[src/rtl/logic_unit_pipe.sv]
// logic_unit_pipe: registered bitwise logic unit with valid/ready handshakes.
// A single beat produces f(a,b). An accumulate burst folds successive A
// operands into one result, with a saturating count of the beats folded.
module logic_unit_pipe #(
  parameter int WIDTH = 8,
  parameter int CW    = 8
) (
  input  logic             clk,
  input  logic             rst_n,
  input  logic             in_valid,
  output logic             in_ready,
  input  logic [WIDTH-1:0] in_a,
  input  logic [WIDTH-1:0] in_b,
  input  logic [2:0]       op,
  input  logic             acc,
  input  logic             last,
  output logic             out_valid,
  input  logic             out_ready,
  output logic [WIDTH-1:0] out_y,
  output logic [CW-1:0]    out_count,
  output logic             out_zero
);

  typedef enum logic [0:0] {
    S_IDLE  = 1'b0,
    S_ACCUM = 1'b1
  } state_t;

  state_t           state_q, state_d;
  logic [2:0]       op_q, op_d;
  logic [WIDTH-1:0] acc_q, acc_d;
  logic [CW-1:0]    cnt_q, cnt_d;
  logic             out_valid_q, out_valid_d;
  logic [WIDTH-1:0] out_y_q, out_y_d;
  logic [CW-1:0]    out_count_q, out_count_d;
  logic             out_zero_q, out_zero_d;

  logic             accept_s;
  logic [CW-1:0]    cnt_inc_s;
  logic [WIDTH-1:0] fold_s;

  // Bitwise operation selected by o; the NOT A and pass A codes ignore y.
  function automatic logic [WIDTH-1:0] f_op(input logic [2:0] o,
                                            input logic [WIDTH-1:0] x,
                                            input logic [WIDTH-1:0] y);
    case (o)
      3'b000:  f_op = x & y;
      3'b001:  f_op = x | y;
      3'b010:  f_op = x ^ y;
      3'b011:  f_op = ~(x & y);
      3'b100:  f_op = ~(x | y);
      3'b101:  f_op = ~(x ^ y);
      3'b110:  f_op = ~x;
      3'b111:  f_op = x;
      default: f_op = x & y;
    endcase
  endfunction

  // A new beat may enter when the output slot is empty or being drained now.
  assign in_ready  = !out_valid_q || out_ready;
  assign accept_s  = in_valid && in_ready;
  assign cnt_inc_s = (cnt_q == {CW{1'b1}}) ? cnt_q : cnt_q + CW'(1);
  assign fold_s    = f_op(op_q, acc_q, in_a);

  assign out_valid = out_valid_q;
  assign out_y     = out_y_q;
  assign out_count = out_count_q;
  assign out_zero  = out_zero_q;

  // Next-state logic: the FSM, the burst accumulator and the output slot.
  always_comb begin
    state_d     = state_q;
    op_d        = op_q;
    acc_d       = acc_q;
    cnt_d       = cnt_q;
    out_y_d     = out_y_q;
    out_count_d = out_count_q;
    out_valid_d = out_ready ? 1'b0 : out_valid_q;
    if (accept_s) begin
      case (state_q)
        S_IDLE: begin
          if (!acc) begin
            out_y_d     = f_op(op, in_a, in_b);
            out_count_d = CW'(1);
            out_valid_d = 1'b1;
          end else if (last) begin
            out_y_d     = in_a;
            out_count_d = CW'(1);
            out_valid_d = 1'b1;
          end else begin
            op_d    = op;
            acc_d   = in_a;
            cnt_d   = CW'(1);
            state_d = S_ACCUM;
          end
        end
        S_ACCUM: begin
          acc_d = fold_s;
          cnt_d = cnt_inc_s;
          if (last) begin
            out_y_d     = fold_s;
            out_count_d = cnt_inc_s;
            out_valid_d = 1'b1;
            state_d     = S_IDLE;
          end else begin
            state_d = S_ACCUM;
          end
        end
        default: begin
          state_d = S_IDLE;
        end
      endcase
    end else begin
      state_d = state_q;
    end
    out_zero_d = (out_y_d == {WIDTH{1'b0}});
  end

  // All state registers, cleared asynchronously by rst_n.
  always_ff @(posedge clk or negedge rst_n) begin
    if (!rst_n) begin
      state_q     <= S_IDLE;
      op_q        <= 3'b000;
      acc_q       <= {WIDTH{1'b0}};
      cnt_q       <= {CW{1'b0}};
      out_valid_q <= 1'b0;
      out_y_q     <= {WIDTH{1'b0}};
      out_count_q <= {CW{1'b0}};
      out_zero_q  <= 1'b1;
    end else begin
      state_q     <= state_d;
      op_q        <= op_d;
      acc_q       <= acc_d;
      cnt_q       <= cnt_d;
      out_valid_q <= out_valid_d;
      out_y_q     <= out_y_d;
      out_count_q <= out_count_d;
      out_zero_q  <= out_zero_d;
    end
  end

endmodule

[config.mk]
export PLATFORM = sky130hd
export DESIGN_NAME = logic_unit_pipe
export DESIGN_NICKNAME = d
export VERILOG_FILES = /design/src/rtl/logic_unit_pipe.sv
export SDC_FILE = /design/constraint.sdc
export NUM_CORES = 1
export LEC_CHECK = 0
export CORE_MARGIN = 2
export CORE_UTILIZATION = 39
export DETAILED_ROUTE_END_ITERATION = 10
export GPL_TIMING_DRIVEN = 0
export PLACE_DENSITY_LB_ADDON = 0.3
export SYNTH_ARGS = -nofsm -noshare
export SYNTH_HDL_FRONTEND = slang
export SYNTH_SLANG_ARGS = --single-unit
[constraint.sdc]
create_clock -name clk -period 2.1 [get_ports clk]
set_clock_uncertainty 0.05 [all_clocks]
set_input_delay 0.315 -clock clk [delete_from_list [all_inputs] [get_ports clk]]
set_output_delay 0.315 -clock clk [all_outputs]
set_load 0.01 [all_outputs]
; Yosys cells after proc, flatten, opt, wreduce, memory -nomap -nowiden
; Index checks and enable logic that the tools add are counted.
[word_totals]
regBits = 38
out_inout_bits = 19
wordCells = 79
[op_classes]
add_sub_neg = 1
n_eq_ne = 19
n_mux = 26
bitwise = 16
n_reduce_logical = 9
[ops]
columns = cell, count
row1 = 8-bit case mux with 8 select lines, 2
row2 = 8-bit two-way mux, 12
row3 = 8-bit inverter, 8
row4 = 8-bit case mux with 2 select lines, 4
row5 = "3-bit == test, second input constant", 8
row6 = 8-bit AND, 2
row7 = 8-bit OR, 2
row8 = 8-bit bitwise XOR, 2
row9 = "3-bit by 2-bit == test with 1-bit output, second input constant", 4
row10 = "8-bit by 1-bit adder with 8-bit output, second input constant", 1
row11 = "8-bit == test, second input constant", 1
row12 = 8-bit logical NOT, 1
row13 = "3-bit by 1-bit == test with 1-bit output, second input constant", 2
row14 = 3-bit logical NOT, 2
row15 = 1-bit two-way mux, 6
row16 = "2-bit != test, second input constant", 3
row17 = 3-bit AND reduction, 2
row18 = 1-bit case mux with 2 select lines, 2
row19 = 4-bit AND reduction, 1
row20 = "3-bit != test, second input constant", 1
row21 = 1-bit inverter, 2
row22 = 1-bit logical AND, 1
row23 = 1-bit logical NOT, 1
row24 = 1-bit logical OR, 1

; Longest topological paths before layout
[depth]
ltp_word = 7
mapped_depth = 9
depth_no_buf = 9

; Least setup slack after synthesis
; OpenSTA, ideal clock, no wires.
[synth_path]
path_type = reg-to-reg
from = register acc_q[3]
to = register out_zero_q (netlist: out_zero)
setup_time_ns = 0.090
arrival_time_ns = 1.917
required_time_ns = 1.960
path_slack_ns = 0.043
stages_incl_launch_ff = 10
path_buffers = 0
cell_sequence = dfrtp_1 > inv_1 > ha_1 > nor2b_1 > a221oi_1 > nor2_1 > a221oi_2 > nor2_1 > a221o_1 > nor4_2
[synth_between]
elab_chain_len = 7
elab_cells_between_ends = 12
[synth_rtl]
columns = element, line_no
row1 = "start, declared", 31  ; logic [WIDTH-1:0] acc_q, acc_d;
row2 = "start signal, assigned", 124  ; acc_q <= {WIDTH{1'b0}};
row3 = "8-bit bitwise XOR, or another cell as far along", "49, 52"
row4 = 8-bit inverter (on tied branches), "52, 50, 51"
row5 = 8-bit case mux with 8 select lines *, 46  ; case (o)
row6 = 8-bit two-way mux *, 100  ; if (last) begin
row7 = 8-bit case mux with 2 select lines *, 80  ; case (state_q)
row8 = 8-bit two-way mux *, 79  ; if (accept_s) begin
row9 = net out_y_d[3], 34  ; logic [WIDTH-1:0] out_y_q, out_y_d;
row10 = 8-bit logical NOT *, 116  ; out_zero_d = (out_y_d == {WIDTH{1'b0}});
row11 = net out_zero_d, 36  ; logic out_zero_q, out_zero_d;
row12 = "end signal, assigned", 138  ; out_zero_q <= out_zero_d;
row13 = "end, declared", 36
; Mark *: on every way through the listed nets, which the timed path passes. The rest lies on a longest branch.
; A chain may end at the register's enable or synchronous reset.

; Final worst setup path
[layout_path]
from = input in_a[4]
to = register out_zero_q (netlist: out_zero)
[layout_between]
elab_chain_len = 7
elab_cells_between_ends = 21
[layout_rtl]
columns = element, line_no
row1 = "start, declared", 12  ; input logic [WIDTH-1:0] in_a,
row2 = "8-bit bitwise XOR, or another cell as far along", "49, 52"
row3 = 8-bit inverter (on tied branches), "52, 50, 51"
row4 = 8-bit case mux with 8 select lines, 46
row5 = 8-bit two-way mux (on tied branches), "100, 82"
row6 = 8-bit case mux with 2 select lines *, 80
row7 = 8-bit two-way mux *, 79
row8 = net out_y_d[4], 34
row9 = 8-bit logical NOT *, 116
row10 = net out_zero_d, 36
; Marks and branches as above.

==> impl_results.md <==
- Status: complete, but fails checks
- Failing checks: negative setup slack
- Worst R2R Path Depth: 8
- Slack of the critical path: -130 ps
- Inst Count DP: ~640
- Port buffer count: 42
- Final Non-Filler Cells: approximately 670
- Critical path class: primary input to flop
- Switching power total: ~2.2 mW
- Clk buf depth: 2
- Top_reg_cell synth: dfrtp_1
- CTS buffer count: 5
- Seq pwr share: between 20% and 30%
- Gr busiest metal: met2
- Final Cycle Share: 106%
- Reg2reg start: acc_q[3]
- Slew headroom: between 30% and 40%
- Setup crit start kind: primary input
- CP max FO: 6
- Num Clock Sinks: 38
- Worst vdd ir: roughly 0.00045 V
- Root Driver: clkbuf_8
- Met3 Use GR: just over 3%
- # IOs: between 40 and 50
- Max Fclk: 0.449 GHz
- Max_cap viols: 0
- Sw frac: between 40% and 50%
- Initial antenna violation count: 0
- H-tree depth: 2
- Cell Int Power: between 2 and 3 mW
- Combinational share of power: 60.2%
- Top cell type by total area after synthesis: dfrtp_1
- CP Capture Type: flop
- Routing usage on met2: between 30% and 40%
- Largest net degree at the start of global routing: 39
- Crit path time final: roughly 2200 ps
- Lkg Pwr: between 2 and 2.5 nW
- Fin nets: between 500 and 600
- Unrepaired setup endpoints after global routing: true
- WL final: ~12,000 µm
- Setup violations, final: 1
- Yosys top cell area share: roughly 25%
- Die area: about 10,000 µm²
- Post-synthesis cell type count: 63
- Largest cells by area after synthesis: dfrtp_1 25%, ha_1 11%, o21ai_0 5.8%
- Hold WS: 107 ps
- Clk pwr share: between 15 and 20%
- Syn nets: approximately 530
- Met1 Use GR: a little under a third
- Clk slew on worst S/H paths: approximately 90 ps
- FFs w/ async S/R, synth: between 90% and 100%
- Total global-route track usage: 23.8%
- Clock tree from TritonCTS: yes
- Die Wd: between 100 and 150 µm
- Most numerous cell in the Yosys netlist: nand2_1
- Final hold vios: 0
- Clock latency at the later pin of the worst-skew pair: 290 ps
- Cell types with the highest counts after synthesis: 50 x nand2_1, 43 x o21ai_0, 39 x inv_1, 39 x nor2_1, 37 x dfrtp_1
- Gpl congestion: just over 0.9
- Routed vias: just under 4,000
- P&R area growth vs syn: 29.9%
- CTS Hold Bufs: 0
- Worst Path Required: ~2300 ps
- HP Class: primary input to asynchronous set/reset pin
- Vias in the first global route: ~3,800
- Post-synth EDFFs: 0
- Drt pass-1 iters: 5
- Total grt overflow: 0
- Post-Syn Instances: about 470
- Synthesized area: roughly 3700 µm²
- Initial DRC Count: approximately 320
- Diodes inserted: 0
- Wire length of the first global-routing pass: just under 20,000 µm
- Core Area: approximately 9000 µm²
- Pre-CTS WS: -1180 ps
- Vias per cell: 5.87
- Seq/Total Area, Yosys: between 20% and 30%
- Arrival time of the worst setup path: approximately 2400 ps
- Synthesized area per cell: 7.82 µm²
- Die height: between 100 and 150 µm
- Setup TNS: -130 ps
- Worst-Margin Slew: 926 ps
- Fin. max-slew vios: 0
- Placed instance area: between 4000 and 5000 µm²
- Antenna viol nets, final: 0
- Share of layout cells above drive strength 1: ~20%
- DRC: 0
- Yosys synthesis warning count: 0
- FF+latch count, synth: 38
- Wirelength per Cell: ~18 µm
- Pwr/cell area: 1060 nW/µm²
- Initial Util: 40.1%
- FP Rows: 35
- Post-DP HPWL: approximately 8700 µm
- Post-route cell area: slightly below 5000 µm²
- Setup crit start: in_a[4]
==> worst paths after layout <==
| path | to | slack (ps) |
|---|---|---|
| min in group clk | acc_q[5] | 390 |
| max in group asynchronous | cnt_q[0] | 1270 |
| max reg2reg | out_zero | -130 |
| max | out_zero | -130 |
| min reg2reg | out_count[0] | 440 |
| min | out_count[2] | 110 |
==> state kept, by name (all words and copies together) (netlist names) <==
register   count
out_zero       1
cnt_q          8
acc_q          8
out_y          8
state_q        1
op_q           3
out_valid      1
out_count      8
==> metal layers <==
metal / up-vias / part of all wire, % / wire length (µm)
met5: - / 0 / 0
met4: 0 / 3.3 / 405
met3: 36 / 6.5 / 791
met2: 162 / 48 / 5800
met1: 1916 / 43 / 5210
li1: 1827 / - / -
==> final cells by class <==
| cell class | count | area (µm²) |
|---|---|---|
| multi-input cells | 366 | 2650 |
| inverters | 40 | 150 |
| well taps | 129 | 161 |
| flip-flops and latches | 38 | 953 |
| clock buffers | 6 | 82.6 |
| clock inverters | 2 | 60.1 |
| plain buffers | 28 | 203 |
| repair buffers | 62 | 547 |
| fillers | 854 | 4430 |
==> cells in the final DEF, fill, tap and decap left out, drive strengths merged, types with 4 or more instances in the layout <==
cell           count
a22o               4
xnor2              7
nand2             50
a221oi             7
nand2b             8
ha                33
buf               43
nor2              40
nand3             11
clkbuf            16
nor3              12
inv               40
mux2               6
xor2               4
a211o              4
a22oi              4
a21oi             24
mux2i             15
dfrtp             37
and3               4
o211ai             5
clkdlybuf4s50     30
nor2b             17
o21ai             48
o22ai             13
a211oi             5
==> per-stage QoR <==
stage               power (mW)  utilization [%]
floorplan                 2.86                -
global placement          3.60             46.4
detailed placement        3.69             46.3
CTS                       4.82             50.0
global route              5.43             52.0
finish                    5.10             52.0
==> cells by family after synthesis <==
| family | count (synthesis) | synth area share (%) |
|---|---|---|
| compound gates | 141 | 24.9 |
| buf+inv | 69 | 8.62 |
| xor+xnor | 11 | 2.60 |
| simple gates | 160 | 21.1 |
| flops | 38 | 25.7 |
| mux | 21 | 5.88 |
| fa+ha+maj | 33 | 11.2 |
==> what timing repair did <==
action                                  CTS  global route
resized for setup                        56            48
endpoints found under the setup margin   21            22
pin swaps                                11            17
buffers inserted                         13             8
==> power by group through the flow <==
stage	Combinational (mW)	Sequential [mW]	Clock, mW
6_report	3.07	1.24	0.793
5_1_grt	3.32	1.28	0.833
4_1_cts	2.77	1.23	0.808
3_5_place_dp	2.44	1.25	0
3_3_place_gp	2.36	1.24	0
2_1_floorplan	1.62	1.24	0
==> worst max-delay path, stage by stage <==
cell and delay [ps]:
clkdlybuf4s15_1 360, inv_1 160, ha_1 340, a221oi_1 340
a21oi_1 110, nand2_1 140, o2111ai_1 140, nand4b_1 250
nor4_4 210
Note: power is estimated with default switching activity, not from simulation.
